===== src/rtl/snake_pkg.sv =====
// Shared types for the snake game-step controller.
//   dir_t        : head direction encoding (UP=0, RIGHT=1, DOWN=2, LEFT=3)
//   game_state_t : game-state FSM encoding (IDLE=0, RUN=1, PAUSED=2, DEAD=3)
//   opposite()   : 180-degree reversal of a direction
package snake_pkg;

    typedef enum logic [1:0] {
        DirUp    = 2'd0,
        DirRight = 2'd1,
        DirDown  = 2'd2,
        DirLeft  = 2'd3
    } dir_t;

    typedef enum logic [1:0] {
        GsIdle   = 2'd0,
        GsRun    = 2'd1,
        GsPaused = 2'd2,
        GsDead   = 2'd3
    } game_state_t;

    // Opposite directions differ only in bit 1 of the encoding.
    function automatic dir_t opposite(input dir_t d);
        return dir_t'(d ^ 2'd2);
    endfunction

endpackage


===== src/rtl/snake_head_step.sv =====
// Combinational next-head-position calculator.
// Ports:
//   x_i, y_i  : current head column / row (row 0 = top)
//   dir_i     : direction of the move
//   x_o, y_o  : head position after one move (wrapped when WRAP=1)
//   oob_o     : move would leave the grid (only ever set when WRAP=0)
module snake_head_step
    import snake_pkg::*;
#(
    parameter int unsigned GRID_W = 32,
    parameter int unsigned GRID_H = 24,
    parameter int unsigned X_W    = 5,
    parameter int unsigned Y_W    = 5,
    parameter int unsigned WRAP   = 1
) (
    input  logic [X_W-1:0] x_i,
    input  logic [Y_W-1:0] y_i,
    input  dir_t           dir_i,
    output logic [X_W-1:0] x_o,
    output logic [Y_W-1:0] y_o,
    output logic           oob_o
);

    localparam logic [X_W-1:0] XMax = X_W'(GRID_W - 1);
    localparam logic [Y_W-1:0] YMax = Y_W'(GRID_H - 1);
    localparam logic           Walled = (WRAP == 0);

    always_comb begin
        x_o   = x_i;
        y_o   = y_i;
        oob_o = 1'b0;
        unique case (dir_i)
            DirUp: begin
                if (y_i == '0) begin
                    y_o   = YMax;
                    oob_o = Walled;
                end else begin
                    y_o = y_i - Y_W'(1);
                end
            end
            DirDown: begin
                if (y_i == YMax) begin
                    y_o   = '0;
                    oob_o = Walled;
                end else begin
                    y_o = y_i + Y_W'(1);
                end
            end
            DirLeft: begin
                if (x_i == '0) begin
                    x_o   = XMax;
                    oob_o = Walled;
                end else begin
                    x_o = x_i - X_W'(1);
                end
            end
            DirRight: begin
                if (x_i == XMax) begin
                    x_o   = '0;
                    oob_o = Walled;
                end else begin
                    x_o = x_i + X_W'(1);
                end
            end
            default: ;
        endcase
    end

endmodule


===== src/rtl/snake_step_ctrl.sv =====
// Snake game-step controller: prescales divider ticks into head moves,
// latches direction requests (rejecting reversals) and runs the game FSM.
// Ports:
//   clk_i, reset_i  : clock, synchronous active-high reset
//   tick_i          : one-cycle pulse from the clock divider
//   start_i         : level; IDLE->RUN, DEAD->re-init->RUN
//   pause_i         : level; holds RUN in PAUSED
//   key_valid_i     : direction request strobe, key_dir_i = requested dir
//   collide_i       : body/obstacle hit from the collision checker
//   head_x_o/_y_o   : current head position
//   dir_o           : committed direction
//   step_pulse_o    : one cycle, coincident with the updated head
//   state_o         : game state (IDLE/RUN/PAUSED/DEAD)
//   step_count_o    : moves since start, saturating
module snake_step_ctrl
    import snake_pkg::*;
#(
    parameter int unsigned GRID_W         = 32,
    parameter int unsigned GRID_H         = 24,
    parameter int unsigned X_W            = 5,
    parameter int unsigned Y_W            = 5,
    parameter int unsigned TICKS_PER_STEP = 4,
    parameter int unsigned START_X        = 16,
    parameter int unsigned START_Y        = 12,
    parameter int unsigned WRAP           = 1
) (
    input  logic           clk_i,
    input  logic           reset_i,
    input  logic           tick_i,
    input  logic           start_i,
    input  logic           pause_i,
    input  logic           key_valid_i,
    input  logic [1:0]     key_dir_i,
    input  logic           collide_i,
    output logic [X_W-1:0] head_x_o,
    output logic [Y_W-1:0] head_y_o,
    output logic [1:0]     dir_o,
    output logic           step_pulse_o,
    output logic [1:0]     state_o,
    output logic [15:0]    step_count_o
);

    localparam logic [1:0] StIdle   = GsIdle;
    localparam logic [1:0] StRun    = GsRun;
    localparam logic [1:0] StPaused = GsPaused;
    localparam logic [1:0] StDead   = GsDead;

    localparam int unsigned    TcW    = (TICKS_PER_STEP > 1) ? $clog2(TICKS_PER_STEP) : 1;
    localparam logic [TcW-1:0] TcMax  = TcW'(TICKS_PER_STEP - 1);
    localparam logic [X_W-1:0] InitX  = X_W'(START_X);
    localparam logic [Y_W-1:0] InitY  = Y_W'(START_Y);

    logic [1:0]     state_q, state_d;
    logic [X_W-1:0] head_x_q, head_x_d;
    logic [Y_W-1:0] head_y_q, head_y_d;
    dir_t           dir_q, dir_d;
    dir_t           pend_q, pend_d;
    logic [TcW-1:0] tick_cnt_q, tick_cnt_d;
    logic           step_pulse_q, step_pulse_d;
    logic [15:0]    step_count_q, step_count_d;

    logic [X_W-1:0] nxt_x;
    logic [Y_W-1:0] nxt_y;
    logic           nxt_oob;
    logic           key_ok;
    logic           qual_tick;

    // The move always uses the pending direction, which becomes the committed one.
    snake_head_step #(
        .GRID_W (GRID_W),
        .GRID_H (GRID_H),
        .X_W    (X_W),
        .Y_W    (Y_W),
        .WRAP   (WRAP)
    ) u_head_step (
        .x_i   (head_x_q),
        .y_i   (head_y_q),
        .dir_i (pend_q),
        .x_o   (nxt_x),
        .y_o   (nxt_y),
        .oob_o (nxt_oob)
    );

    // Reversal is judged against the committed direction, not the pending one.
    assign key_ok    = key_valid_i && (dir_t'(key_dir_i) != opposite(dir_q));
    assign qual_tick = tick_i && (tick_cnt_q == TcMax);

    always_comb begin
        state_d      = state_q;
        head_x_d     = head_x_q;
        head_y_d     = head_y_q;
        dir_d        = dir_q;
        pend_d       = pend_q;
        tick_cnt_d   = tick_cnt_q;
        step_pulse_d = 1'b0;
        step_count_d = step_count_q;

        case (state_q)
            StIdle: begin
                if (start_i) begin
                    state_d    = StRun;
                    tick_cnt_d = '0;
                end
            end
            StRun: begin
                if (key_ok) begin
                    pend_d = dir_t'(key_dir_i);
                end
                // Priority: collision, then pause, then tick handling.
                if (collide_i) begin
                    state_d = StDead;
                end else if (pause_i) begin
                    state_d = StPaused;
                end else if (tick_i) begin
                    if (qual_tick) begin
                        tick_cnt_d = '0;
                        if (nxt_oob) begin
                            state_d = StDead;
                        end else begin
                            head_x_d     = nxt_x;
                            head_y_d     = nxt_y;
                            dir_d        = pend_q;
                            step_pulse_d = 1'b1;
                            if (step_count_q != 16'hFFFF) begin
                                step_count_d = step_count_q + 16'd1;
                            end
                        end
                    end else begin
                        tick_cnt_d = tick_cnt_q + TcW'(1);
                    end
                end
            end
            StPaused: begin
                if (key_ok) begin
                    pend_d = dir_t'(key_dir_i);
                end
                if (!pause_i) begin
                    state_d = StRun;
                end
            end
            StDead: begin
                if (start_i) begin
                    state_d      = StRun;
                    head_x_d     = InitX;
                    head_y_d     = InitY;
                    dir_d        = DirRight;
                    pend_d       = DirRight;
                    tick_cnt_d   = '0;
                    step_count_d = '0;
                end
            end
            default: state_d = StIdle;
        endcase
    end

    always_ff @(posedge clk_i) begin
        if (reset_i) begin
            state_q      <= StIdle;
            head_x_q     <= InitX;
            head_y_q     <= InitY;
            dir_q        <= DirRight;
            pend_q       <= DirRight;
            tick_cnt_q   <= '0;
            step_pulse_q <= 1'b0;
            step_count_q <= '0;
        end else begin
            state_q      <= state_d;
            head_x_q     <= head_x_d;
            head_y_q     <= head_y_d;
            dir_q        <= dir_d;
            pend_q       <= pend_d;
            tick_cnt_q   <= tick_cnt_d;
            step_pulse_q <= step_pulse_d;
            step_count_q <= step_count_d;
        end
    end

    assign head_x_o     = head_x_q;
    assign head_y_o     = head_y_q;
    assign dir_o        = dir_q;
    assign step_pulse_o = step_pulse_q;
    assign state_o      = state_q;
    assign step_count_o = step_count_q;

endmodule


===== config.mk =====
export PLATFORM = sky130hd
export DESIGN_NAME = snake_step_ctrl
export DESIGN_NICKNAME = d
export VERILOG_FILES = /design/src/rtl/snake_pkg.sv /design/src/rtl/snake_head_step.sv /design/src/rtl/snake_step_ctrl.sv
export SDC_FILE = /design/constraint.sdc
export NUM_CORES = 1
export LEC_CHECK = 0
export CORE_MARGIN = 2
export CORE_UTILIZATION = 57
export DETAILED_ROUTE_END_ITERATION = 10
export PLACE_DENSITY = 0.89
export REMOVE_ABC_BUFFERS = 1
export SLEW_MARGIN = 20
export SYNTH_ARGS = -nofsm -noshare
export SYNTH_HDL_FRONTEND = slang
export SYNTH_SLANG_ARGS = --single-unit

===== constraint.sdc =====
create_clock -name clk_i -period 4.5 [get_ports clk_i]
set_input_delay 0.45 -clock clk_i [delete_from_list [all_inputs] [get_ports clk_i]]
set_output_delay 0.45 -clock clk_i [all_outputs]
set_load 0.005 [all_outputs]

Word-level counts from Yosys, hierarchy flattened

Index checks and enable logic that the tools add are counted.

Register bits after elaboration: 35
Input port bits: 9
Output and inout port bits: 31
Logic and storage cells: 116

Add/subtract/negate cells: 6
Equality and inequality tests: 26
Mux-type cells: 52
Bitwise operators: 4
Reductions and logical operators: 20

Operators with widths:

| operator                                          | count |
|---|---|
| two-way mux 16 bit                                | 7 |
| two-way mux 5 bit                                 | 16 |
| one-hot mux 5 bit (2 select lines)                | 4 |
| two-way mux 2 bit                                 | 18 |
| one-hot mux 16 bit (2 select lines)               | 1 |
| AND reduction 8 bit                               | 3 |
| adder 16 x 1 -> 16 bit (second input constant)    | 1 |
| != test 16 bit (second input constant)            | 1 |
| != test 2 bit (second input constant)             | 8 |
| != test 4 bit (second input constant)             | 3 |
| one-hot mux 2 bit (2 select lines)                | 3 |
| adder 5 x 1 -> 5 bit (second input constant)      | 2 |
| == test 2 bit (second input constant)             | 5 |
| == test 5 bit (second input constant)             | 2 |
| logical NOT 5 bit                                 | 2 |
| AND reduction 5 bit                               | 2 |
| subtractor 5 x 1 -> 5 bit (second input constant) | 2 |
| AND reduction 7 bit                               | 1 |
| != test 3 x 1 -> 1 bit (second input constant)    | 2 |
| one-hot mux 2 bit (3 select lines)                | 1 |
| nonzero test 2 bit                                | 3 |
| OR reduction 6 bit                                | 1 |
| == test 2 x 1 -> 1 bit (second input constant)    | 2 |
| logical NOT 2 bit                                 | 2 |
| 9 further kinds                                   | 16 |

Logic depth before layout (Yosys ltp)

Gate-level depths: netlist of the first run.

Depth after elaboration: 9
Mapped depth: 9
Mapped depth without buffers: 8

Modules after synthesis

A second synthesis of the first run with hierarchy kept.

Cell total of the unflattened synthesis: 290
Area, all modules: 2312.2 sq um

Modules (own cells, without submodules):

| module          | times used | cells each | area an instance (sq um) | seq. area each (sq um) |
|---|---|---|---|---|
| snake_step_ctrl | 1          | 217        | 1819.2                   | 700.7 |
| snake_head_step | 1          | 73         | 493.0                    | 0.0 |

Least setup slack after synthesis of the first run

Ideal clock, no wire load.

Path type: register -> register
Start point: register head_x_q[0], in the netlist head_x_o[0]
End point: register head_x_q[1], in the netlist head_x_o[1]
Setup time: 0.065 ns
Arrival: 1.877 ns
Required time: 4.435 ns
Path slack: 2.558 ns
Cell stages (with the launch flop): 9
Path buffers: 0
Clock period less this slack: 1.942 ns
Path through: dfxtp_1 -> ha_1 -> and3_1 -> ha_1 -> nor3b_1 -> mux2i_1 -> a2111oi_0 -> a21oi_1 -> nor2_1

Longest elaborated chain between the ends: 9
Elaborated cells between the ends (all ways): 13
Those cells by class: add/sub: 2; eq/ne: 1; mux: 9; reduce/logical: 1

RTL lines:

| item                                         | RTL line                                     | RTL |
|---|---|---|
| start, declared                              | snake_step_ctrl.sv:54                        | `logic [X_W-1:0] head_x_q, head_x_d;` |
| start signal, assigned                       | snake_step_ctrl.sv:159                       | `head_x_q <= InitX;` |
| adder 5 x 1 -> 5 bit (tied with other cells) | snake_head_step.sv:62                        | `x_o = x_i + X_W'(1);` |
| two-way mux 5 bit (on tied branches)         | snake_head_step.sv:58, snake_head_step.sv:50 |  |
| one-hot mux 5 bit (2 select lines) *         | snake_head_step.sv:32                        | `unique case (dir_i)` |
| two-way mux 5 bit *                          | snake_step_ctrl.sv:117                       | `if (nxt_oob) begin` |
| two-way mux 5 bit *                          | snake_step_ctrl.sv:115                       | `if (qual_tick) begin` |
| two-way mux 5 bit *                          | snake_step_ctrl.sv:114                       | `end else if (tick_i) begin` |
| two-way mux 5 bit *                          | snake_step_ctrl.sv:112                       | `end else if (pause_i) begin` |
| two-way mux 5 bit *                          | snake_step_ctrl.sv:110                       | `if (collide_i) begin` |
| one-hot mux 5 bit (2 select lines) *         | snake_step_ctrl.sv:98                        | `case (state_q)` |

Mark *: on every way between the ends. The rest lies on a longest branch, timed or not. The select of a mux whose other input is x is not followed.
A chain may end at the register's enable or synchronous reset.

Final worst setup path of the first run

Start point: register state_q[0], in the netlist state_o[0]
End point: register step_count_q[14], in the netlist step_count_o[14]

Longest elaborated chain between the ends: 3
Elaborated cells between the ends (all ways): 12
Those cells by class: eq/ne: 9; mux: 1; reduce/logical: 2

RTL lines:

| item                                                                 | RTL line               | RTL |
|---|---|---|
| start, declared                                                      | snake_step_ctrl.sv:53  | `logic [1:0] state_q, state_d;` |
| start signal, assigned                                               | snake_step_ctrl.sv:158 | `state_q <= StIdle;` |
| start signal, assigned                                               | snake_step_ctrl.sv:167 | `state_q <= state_d;` |
| == test 2 x 1 -> 1 bit or == test 2 bit (tied branches)              | snake_step_ctrl.sv:98  |  |
| != test 2 bit (no source line) or nonzero test 2 bit (tied branches) | -                      |  |
| AND reduction 8 bit (no source line)                                 | -                      |  |
| end signal, assigned                                                 | snake_step_ctrl.sv:174 | `step_count_q <= step_count_d;` |
| end, declared                                                        | snake_step_ctrl.sv:60  | `logic [15:0] step_count_q, step_count_d;` |

Several ways; a longest one is shown, not always the timed one.

==> results of run 1 <==
registers in the layout, summed over array words and instances (netlist names):
register,count
step_count_o,16
head_x_o,5
step_pulse_o,1
tick_cnt_q,2
pend_q,2
dir_o,2
head_y_o,5
state_o,2
metal layers:
metal  routed length, um  up-vias  GRT usage (%)
li1                    -     1121              -
met1                2440     1046           35.2
met2                2690       77           42.5
met3                 325       13           6.47
met4                 101        0           7.14
met5                   0        -              0
cells in the final DEF, fill, tap and decap left out, types with 7 or more instances in the layout:
cell type                         synthesis  routed
sky130_fd_sc_hd__a31oi_1                 12      12
sky130_fd_sc_hd__nand2_1                 17      17
sky130_fd_sc_hd__clkbuf_8                 0       7
sky130_fd_sc_hd__o21ai_0                 15      15
sky130_fd_sc_hd__nor2_1                  28      28
sky130_fd_sc_hd__nor3_1                   8       8
sky130_fd_sc_hd__nand3_1                 14      14
sky130_fd_sc_hd__clkdlybuf4s50_1          0      39
sky130_fd_sc_hd__ha_1                    11      11
sky130_fd_sc_hd__a21oi_1                 28      28
sky130_fd_sc_hd__inv_1                   11      11
sky130_fd_sc_hd__nand2b_1                 8       8
sky130_fd_sc_hd__dfxtp_1                 35      35
cells in the mapped netlist, types with 5 or more instances:
cell type,number
sky130_fd_sc_hd__a21oi_1,28
sky130_fd_sc_hd__a31oi_1,12
sky130_fd_sc_hd__buf_2,5
sky130_fd_sc_hd__clkbuf_1,11
sky130_fd_sc_hd__dfxtp_1,35
sky130_fd_sc_hd__ha_1,11
sky130_fd_sc_hd__inv_1,11
sky130_fd_sc_hd__mux2i_1,6
sky130_fd_sc_hd__nand2_1,17
sky130_fd_sc_hd__nand2b_1,8
sky130_fd_sc_hd__nand3_1,14
sky130_fd_sc_hd__nand4_1,6
sky130_fd_sc_hd__nor2_1,28
sky130_fd_sc_hd__nor3_1,8
sky130_fd_sc_hd__o21ai_0,15
sky130_fd_sc_hd__or3_1,5
sky130_fd_sc_hd__or4_1,6
layout make-up:
cell class / instances / share of cell area, %
multi-input cells: 220 / 51.4
clock inverters: 1 / 0.277
flip-flops and latches: 35 / 25.9
inverters: 12 / 1.66
clock buffers: 7 / 3.56
well taps: 48 / 2.22
repair buffers: 41 / 15.0
critical path, delay by kind of cell, from the launching register on:
family | cells | cell delay, ns
DFF | 1 | 0.43
muxes | 1 | 0.18
buffers and inverters | 1 | 0.31
adders and majority gates | 1 | 0.19
AOI/OAI and AO/OA | 4 | 1.45
cell families (layout without fill, tap and decap cells):
kind of cell | count (synthesis) | count (layout) | synth area share, %
and+or+nand+nor | 113 | 113 | 28.0
DFF | 35 | 35 | 31.8
buffers and inverters | 28 | 61 | 5.05
adders and majority gates | 11 | 11 | 6.24
AOI/OAI and AO/OA | 86 | 86 | 24.5
xor gates and xnor gates | 3 | 3 | 1.19
muxes | 7 | 7 | 3.24
worst paths after layout:
path	start	end	cells past startpoint
setup / recovery	state_o[0]	step_count_o[14]	7
setup reg to reg	state_o[0]	step_count_o[14]	7
hold reg to reg	dir_o[1]	dir_o[1]	2
hold / removal	dir_o[1]	dir_o[1]	2
power groups by stage:
stage / Sequential (mW) / Combinational, mW / Clock, mW
after floorplan: 0.370 / 0.171 / 0
after global placement: 0.375 / 0.250 / 0
after detailed placement: 0.376 / 0.258 / 0
after CTS: 0.370 / 0.263 / 0.265
after global routing: 0.374 / 0.295 / 0.276
final: 0.371 / 0.265 / 0.262
stage by stage:
step / instances / total power, mW / setup WS [ns] / area, um2
final: 364 / 0.897 / 1.84 / 2710
after global routing: 364 / 0.946 / 1.57 / 2710
after CTS: 364 / 0.897 / 1.89 / 2710
after detailed placement: 356 / 0.634 / 1.77 / 2600
after global placement: 356 / 0.626 / 1.85 / 2600
after floorplan: 267 / 0.541 / 2.02 / 2140
==> flow_metrics.py, run 1 <==
metrics = {
    "cts": {
        "cts_made_buffers": 5,
        "cts_root_buffer": "sky130_fd_sc_hd__clkbuf_8",
        "path_clk_slew_ns": 0.08,
        "number_of_resized_instances_in_the_post_cts_repair_step": 0,
        "tritoncts": "done",
        "hold_buffer_count_at_cts": 0,
        "cts_max_level": 2,
        "cts_setup_buffers": 0,
        "clockBufferDepth": 2,
        "skew_pair_late_insertion_delay_ns": 0.30,
        "sinks_on_clock_net": 35,
    },
    "global_route": {
        "number_of_antenna_violations_at_the_first_check_in_global_routing": 0,
        "global_route.overflow_total": 0,
        "grt_use_total_pct": 26.4,
        "grt_pass1_vias": 1895,
        "maximum_number_of_pins_on_one_net_before_global_route_repair": 37,
        "first_pass_grt_wire_length_um": 9000,
    },
    "worst_setup_path": {
        "worst_path_arrival_ns": 2.85,
        "endpoint_kind": "flip-flop",
        "path_max_fanout": 32,
        "cpMaxStageDelayCell": "sky130_fd_sc_hd__a21oi_1",
        "worst_setup_path_start_kind": "flip-flop",
        "required_time_at_the_endpoint_of_the_critical_path_ns": 4.70,
        "worstPathCellList": "ha_1 -> buf_4 -> mux2i_1 -> a21o_1 -> a21oi_1 -> a41oi_1 -> a311oi_1",
        "timing.critical_path.slowest_cell_delay_ns": 0.69,
        "worst-setup-path-type": "flip-flop to flip-flop",
        "register_to_register_setup_slack_ns": 1.84,
    },
    "yosys": {
        "synth_edf_count": 0,
        "post_synth_main_area_contributors": "sky130_fd_sc_hd__dfxtp_1 32%, sky130_fd_sc_hd__a21oi_1 6.4%, sky130_fd_sc_hd__ha_1 6.2%",
        "synthDominantAreaCellType": "sky130_fd_sc_hd__dfxtp_1",
        "synth_area_um2": 2200,
        "synthesis.area_per_instance_um2": 7.79,
        "netlist_instances": 283,
        "ys.flop_type": "sky130_fd_sc_hd__dfxtp_1",
        "synth_top_cell_area_share_pct": 31.8,
        "yosys.cell_types.count": 51,
        "yosys_warnings": 0,
        "synth.yosys.seq_area_share_pct": 31.8,
        "yosys_register_bits": 35,
        "synth_async_sr_flop_share_pct": 0,
    },
    "finish": {
        "regArea_um2": 701,
        "drive_above_1_share_pct": 4.43,
        "final_net_count": 335,
        "num-fill-cells": 311,
        "multi_input_gate_area_in_the_final_layout_um2": 1390,
        "postLayoutCoreUtil_pct": 73.4,
        "signed_area_change_from_the_synthesized_netlist_to_the_final_layout_pct": 22.8,
        "insertedDiodeCount": 0,
    },
    "power": {
        "power.share.switching_pct": 34.1,
        "power_density_nw_per_um2": 331,
        "cellLeakagePower_nw": 0.923,
        "comb_power_share_pct": 29.5,
        "power_frac_seq_pct": 41.3,
        "max-vdd-ir-drop_uv": 204,
        "power.clock.fraction_pct": 29.2,
        "switchingPower_uw": 306,
        "p_int_uw": 592,
    },
    "floorplanning": {
        "placement_rows": 22,
        "io_pins": 40,
        "die_w_um": 66.2,
        "die_area_um2": 4380,
        "floorplan.initialDensity_pct": 59.8,
        "core_area_um2": 3690,
        "dieHeight_um": 66.2,
    },
    "sta": {
        "finalClockSkew_ns": 0.00742,
        "setup_violations": 0,
        "period_needed_ns": 2.66,
        "final.setup.tns_ns": 0,
        "timing_max_transition_violations_final": 0,
        "timing.final.hold_violations": 0,
        "final.hold.worst_slack_ns": 0.517,
        "worst-slew-pin-transition_ns": 0.866,
        "timing.slew.headroom_pct": 42.2,
        "fmax_ghz": 0.376,
        "fin_crit_sh_pct": 59.1,
        "grt_setup_unrepaired": "no",
    },
    "placed_design": {
        "finalWeightedCongestion": 0.942,
        "io_buffers": 39,
        "post-dp-hpwl_um": 3640,
    },
    "hold_path": {
        "holdCritPathClass": "flip-flop to flip-flop",
    },
    "detailed_routing": {
        "ant_nets": 0,
        "routed_wire_length_per_instance_um": 15.3,
        "route.detailed.vias_per_inst": 6.20,
        "wl_um": 5550,
        "vias": 2257,
        "detail_route.iter0.violations": 201,
        "drc_errors": 0,
        "drt_pre_antenna_iters": 4,
    },
    "flow_run": {
        "maxCapViolCount": 0,
    },
    "outcome": {
        "run_status": "finished clean",
    },
}
(Power assumes the default switching activity.)
==> run 2: changes to the inputs <==
- CORE_UTILIZATION: 57 -> 52
- PLACE_DENSITY: 0.89 -> 0.82
- clock period: 4.5 -> 2.7 ns (I/O delays scaled with it)
==> flow_metrics.py, run 2 (synthesized netlist as in run 1, its figures left out) <==
metrics = {
    "sta": {
        "fmax_ghz": 0.429,
        "final.hold.worst_slack_ns": 0.510,
        "postLayoutSetupSlackWorst_ns": 0.371,
        "timing.final.hold_violations": 0,
        "final.setup.tns_ns": 0,
        "timing_max_transition_violations_final": 0,
        "fin_crit_sh_pct": 86.3,
        "worst-slew-pin-transition_ns": 0.696,
        "setup_violations": 0,
        "finalClockSkew_ns": 0.00794,
        "timing.slew.headroom_pct": 53.0,
        "period_needed_ns": 2.33,
        "grt_setup_unrepaired": "no",
    },
    "finish": {
        "postLayoutCoreUtil_pct": 68.4,
        "layout.cells.most_common_list": "39 x sky130_fd_sc_hd__clkdlybuf4s50_1, 35 x sky130_fd_sc_hd__dfxtp_1, 28 x sky130_fd_sc_hd__a21oi_1, 28 x sky130_fd_sc_hd__nor2_1, 17 x sky130_fd_sc_hd__nand2_1",
        "signed_area_change_from_the_synthesized_netlist_to_the_final_layout_pct": 25.0,
        "num-fill-cells": 361,
        "drive_above_1_share_pct": 5.92,
        "final_net_count": 340,
        "insertedDiodeCount": 0,
        "mostFrequentLayoutCell": "sky130_fd_sc_hd__clkdlybuf4s50_1",
        "largest_register_ffs": 16,
    },
    "worst_setup_path": {
        "path_max_fanout": 18,
        "timing.critical_path.from": "state_o[1]",
        "endpoint_kind": "flip-flop",
        "worst_r2r_path_depth": 7,
        "required_time_at_the_endpoint_of_the_critical_path_ns": 2.93,
        "worst_r2r_endpoint": "step_count_o[6]",
        "worst-setup-path-type": "flip-flop to flip-flop",
        "regToRegStartpoint": "state_o[1]",
        "register_to_register_setup_slack_ns": 0.37,
        "worst_path_arrival_ns": 2.56,
        "worst_setup_path_start_kind": "flip-flop",
    },
    "power": {
        "power.clock.fraction_pct": 31.1,
        "finalPower_mw": 1.54,
        "power.share.switching_pct": 32.5,
        "comb_power_share_pct": 28.9,
        "cellLeakagePower_nw": 0.955,
        "switchingPower_uw": 500,
        "power_frac_seq_pct": 40.0,
        "power_density_nw_per_um2": 558,
        "p_int_mw": 1.04,
        "max-vdd-ir-drop_uv": 329,
    },
    "detailed_routing": {
        "route.detailed.vias_per_inst": 6.11,
        "wl_um": 5460,
        "ant_nets": 0,
        "routed_wire_length_per_instance_um": 14.7,
        "drc_errors": 0,
        "drt_pre_antenna_iters": 4,
        "detail_route.iter0.violations": 140,
        "vias": 2267,
    },
    "placed_design": {
        "io_buffers": 39,
        "post-dp-hpwl_um": 3850,
        "dp_worst_setup_slack_ns": 0.345,
        "finalWeightedCongestion": 0.814,
    },
    "global_route": {
        "maximum_number_of_pins_on_one_net_before_global_route_repair": 32,
        "grt_pass1_vias": 2095,
        "first_pass_grt_wire_length_um": 9390,
        "grt_use_total_pct": 23.7,
        "number_of_antenna_violations_at_the_first_check_in_global_routing": 0,
        "global_route.overflow_total": 0,
    },
    "flow_run": {
        "maxCapViolCount": 0,
    },
    "cts": {
        "cts_setup_buffers": 0,
        "clockBufferDepth": 2,
        "sinks_on_clock_net": 35,
        "tritoncts": "done",
        "path_clk_slew_ns": 0.08,
        "cts_max_level": 2,
        "cts_made_buffers": 5,
        "hold_buffer_count_at_cts": 0,
        "skew_pair_late_insertion_delay_ns": 0.30,
        "number_of_resized_instances_in_the_post_cts_repair_step": 0,
        "cts_root_buffer": "sky130_fd_sc_hd__clkbuf_8",
    },
    "hold_path": {
        "min_delay_worst_endpoint": "dir_o[1]",
        "worstHoldPathCells": 2,
        "timing.hold.worst.start": "dir_o[1]",
        "holdCritPathClass": "flip-flop to flip-flop",
    },
    "floorplanning": {
        "core_area_um2": 4030,
        "dieHeight_um": 69.1,
        "io_pins": 40,
        "die_area_um2": 4780,
        "floorplan.initialDensity_pct": 54.7,
        "die_w_um": 69.1,
        "placement_rows": 23,
    },
    "outcome": {
        "run_status": "finished clean",
    },
}
[run 2: changes by cell type in the layout (fill, tap and decap cells not counted)]
cell and change:
sky130_fd_sc_hd__buf_4 +5, sky130_fd_sc_hd__clkinv_2 +1, sky130_fd_sc_hd__clkinv_4 +1, sky130_fd_sc_hd__clkinvlp_4 -1, sky130_fd_sc_hd__bufinv_16 +1, sky130_fd_sc_hd__clkbuf_8 -2
[run 2: cell type report]
type | count | area (um2) | share of cell area, %
clock buffer | 5 | 68.8 | 2.50
clock inverter | 3 | 43.8 | 1.59
inverter | 12 | 45.0 | 1.63
multi-input combinational | 220 | 1390 | 50.5
sequential | 35 | 701 | 25.4
tap | 50 | 62.6 | 2.27
timing repair buffer | 46 | 443 | 16.1
[run 2: power by group through the flow]
stage               clock, mW  sequential (mW)  combinational, mW
floorplan                   0            0.616              0.285
global placement            0            0.624              0.434
detailed placement          0            0.627              0.441
CTS                     0.492            0.615              0.444
global route            0.518            0.625              0.498
finish                  0.478            0.616              0.445
[run 2: worst max path at each step]
stage                             endpoint  slack (ns)  depth (start not counted)
after floorplan           step_count_o[14]        0.22                          6
after global placement    step_count_o[13]        0.40                          6
after detailed placement   step_count_o[9]        0.35                          6
after CTS                 step_count_o[10]        0.38                          7
after global routing      step_count_o[13]        0.20                          7
final                      step_count_o[6]        0.37                          7
[run 2: through the flow]
step	instance area [um2]	std cells
global route	2760	371
global placement	2640	363
detailed placement	2640	363
finish	2760	371
CTS	2760	371
floorplan	2140	267
[run 2: routing by layer]
metal	wire length [um]	GRT usage, %	up-vias
li1	-	-	1136
met4	82	9.59	0
met1	2550	29.0	1062
met2	2570	40.1	62
met5	0	0	-
met3	257	5.56	7
[run 2: worst max-delay path, cell delays in order, from the launching register on]
cell	delay, ns
sky130_fd_sc_hd__dfxtp_1	0.36
sky130_fd_sc_hd__inv_1	0.10
sky130_fd_sc_hd__ha_1	0.37
sky130_fd_sc_hd__mux2i_1	0.19
sky130_fd_sc_hd__a21o_1	0.25
sky130_fd_sc_hd__a21o_1	0.33
sky130_fd_sc_hd__or4_1	0.52
sky130_fd_sc_hd__a21oi_1	0.15
==> run 3: changes to the inputs <==
- CORE_UTILIZATION: 52 -> 47
- PLACE_DENSITY: 0.82 -> 0.79
- clock period: 2.7 -> 2 ns (I/O delays scaled with it)
==> flow_metrics.py, run 3 (synthesized netlist as in run 1, its figures left out) <==
metrics = {
    "placed_design": {
        "post-dp-hpwl_um": 4400,
        "io_buffers": 39,
        "finalWeightedCongestion": 0.891,
    },
    "floorplanning": {
        "placement_rows": 24,
        "dieHeight_um": 72.5,
        "core_area_um2": 4440,
        "floorplan.initialDensity_pct": 49.6,
        "io_pins": 40,
        "die_w_um": 72.5,
        "die_area_um2": 5250,
    },
    "power": {
        "power_frac_seq_pct": 34.7,
        "cellLeakagePower_nw": 1.18,
        "power.clock.fraction_pct": 29.2,
        "p_int_mw": 1.58,
        "finalPower_mw": 2.32,
        "comb_power_share_pct": 36.0,
        "switchingPower_uw": 740,
        "power_density_nw_per_um2": 727,
        "max-vdd-ir-drop_uv": 522,
        "power.share.switching_pct": 31.9,
    },
    "cts": {
        "cts_root_buffer": "sky130_fd_sc_hd__clkbuf_8",
        "skew_pair_late_insertion_delay_ns": 0.30,
        "hold_buffer_count_at_cts": 0,
        "clockBufferDepth": 2,
        "path_clk_slew_ns": 0.08,
        "tritoncts": "done",
        "cts_made_buffers": 5,
        "sinks_on_clock_net": 35,
        "cts_max_level": 2,
    },
    "worst_setup_path": {
        "worstPathCellList": "ha_1 -> and3_1 -> and4_1 -> a21o_4 -> or4_1 -> a21oi_1",
        "endpoint_kind": "flip-flop",
        "critical_path.n_buffers_inverters": 0,
        "cpMaxStageDelayCell": "sky130_fd_sc_hd__or4_1",
        "path_max_fanout": 12,
        "worst_setup_path_start_kind": "flip-flop",
        "required_time_at_the_endpoint_of_the_critical_path_ns": 2.23,
        "worst_path_arrival_ns": 2.18,
        "timing.critical_path.slowest_cell_delay_ns": 0.47,
        "critical_path.top_delay_family": "simple AND/OR/NAND/NOR gates",
        "worst-setup-path-type": "flip-flop to flip-flop",
    },
    "finish": {
        "layout.cells.most_common_list": "49 x sky130_fd_sc_hd__buf_4, 39 x sky130_fd_sc_hd__clkdlybuf4s50_1, 31 x sky130_fd_sc_hd__dfxtp_1",
        "num-fill-cells": 351,
        "final_net_count": 384,
        "insertedDiodeCount": 0,
        "largest_register_ffs": 16,
        "regArea_um2": 706,
        "signed_area_change_from_the_synthesized_netlist_to_the_final_layout_pct": 44.7,
        "multi_input_gate_area_in_the_final_layout_um2": 1480,
        "drive_above_1_share_pct": 21.6,
        "mostFrequentLayoutCell": "sky130_fd_sc_hd__buf_4",
    },
    "sta": {
        "grt_setup_unrepaired": "yes",
        "timing.final.hold_violations": 0,
        "finalClockSkew_ns": 0.00842,
        "period_needed_ns": 1.95,
        "worst-slew-pin-transition_ns": 0.402,
        "fmax_ghz": 0.512,
        "final.hold.worst_slack_ns": 0.507,
        "timing.slew.headroom_pct": 73.2,
        "fin_crit_sh_pct": 97.7,
        "timing_max_transition_violations_final": 0,
        "setup_violations": 0,
    },
    "hold_path": {
        "holdCritPathClass": "flip-flop to flip-flop",
    },
    "detailed_routing": {
        "drt_pre_antenna_iters": 4,
        "detail_route.iter0.violations": 186,
        "wl_um": 6380,
        "vias": 2469,
        "drc_errors": 0,
        "ant_nets": 0,
        "routed_wire_length_per_instance_um": 15.3,
        "route.detailed.vias_per_inst": 5.92,
    },
    "outcome": {
        "run_status": "finished clean",
    },
    "global_route": {
        "global_route.overflow_total": 0,
        "grt_pass1_vias": 2275,
        "number_of_antenna_violations_at_the_first_check_in_global_routing": 0,
        "first_pass_grt_wire_length_um": 10400,
        "grt_use_total_pct": 24.7,
        "maximum_number_of_pins_on_one_net_before_global_route_repair": 32,
    },
    "flow_run": {
        "maxCapViolCount": 0,
    },
}
-- run 3: cell count changes in the layout (fill, tap and decap cells not counted), moves of 2 or more --
cell,before,now
sky130_fd_sc_hd__ha_2,0,2
sky130_fd_sc_hd__a21oi_1,28,26
sky130_fd_sc_hd__a21oi_2,0,2
sky130_fd_sc_hd__buf_4,7,49
sky130_fd_sc_hd__nor3_1,8,6
sky130_fd_sc_hd__dfxtp_2,0,4
sky130_fd_sc_hd__dfxtp_1,35,31
sky130_fd_sc_hd__ha_4,0,2
sky130_fd_sc_hd__ha_1,11,7
-- run 3: cell type report --
type / count / share of cell area, %
clock buffers: 6 / 2.59
clock inverters: 2 / 1.10
inverters: 12 / 1.41
multi-input cells: 220 / 46.3
flip-flops and latches: 35 / 22.1
well taps: 52 / 2.04
repair buffers: 90 / 24.5
-- run 3: power groups by stage --
stage,registers [mW],logic [mW],clock network (mW)
floorplan,0.832,0.385,0
global placement,0.809,0.750,0
detailed placement,0.811,0.767,0
CTS,0.796,0.771,0.688
global route,0.814,0.919,0.711
finish,0.805,0.836,0.678
-- run 3: layer usage --
metal,vias up,global-route usage (%),share of wire [%]
met3,15,5.97,6.0
met2,92,39.9,48
met1,1147,31.7,43
li1,1215,-,-
met4,0,9.88,2.4
met5,-,0,0
-- run 3: path summary, 6_finish.rpt --
check	from	endpoint	slack, ns	depth (start not counted)
min reg2reg	dir_o[1]	dir_o[1]	0.51	2
min	dir_o[1]	dir_o[1]	0.51	2
max reg2reg	step_count_o[0]	step_count_o[13]	0.05	6
max	step_count_o[0]	step_count_o[13]	0.05	6
-- run 3: tightest hold or removal path, cell delays in order (launching register included) --
cell and delay, ns:
sky130_fd_sc_hd__dfxtp_1 0.35, sky130_fd_sc_hd__nand2_1 0.07, sky130_fd_sc_hd__a21oi_1 0.05
-- run 3: timing repair --
action	4_1_cts	5_1_grt
setup buffers	0	2
setup endpoints to repair	0	13
gates resized for setup	0	23
-- run 3: through the flow --
stage / worst slack [ns] / cells / cell area, um2 / TNS (ns) / utilization, %
finish: 0.0456 / 417 / 3190 / 0 / 71.8
global route: -0.0245 / 417 / 3190 / -0.0530 / 71.8
CTS: 0.00383 / 414 / 3070 / 0 / 69.1
detailed placement: -0.129 / 406 / 2950 / -0.799 / 66.5
global placement: -0.0606 / 406 / 2950 / -0.276 / 66.5
floorplan: -0.475 / 267 / 2140 / -6.47 / -
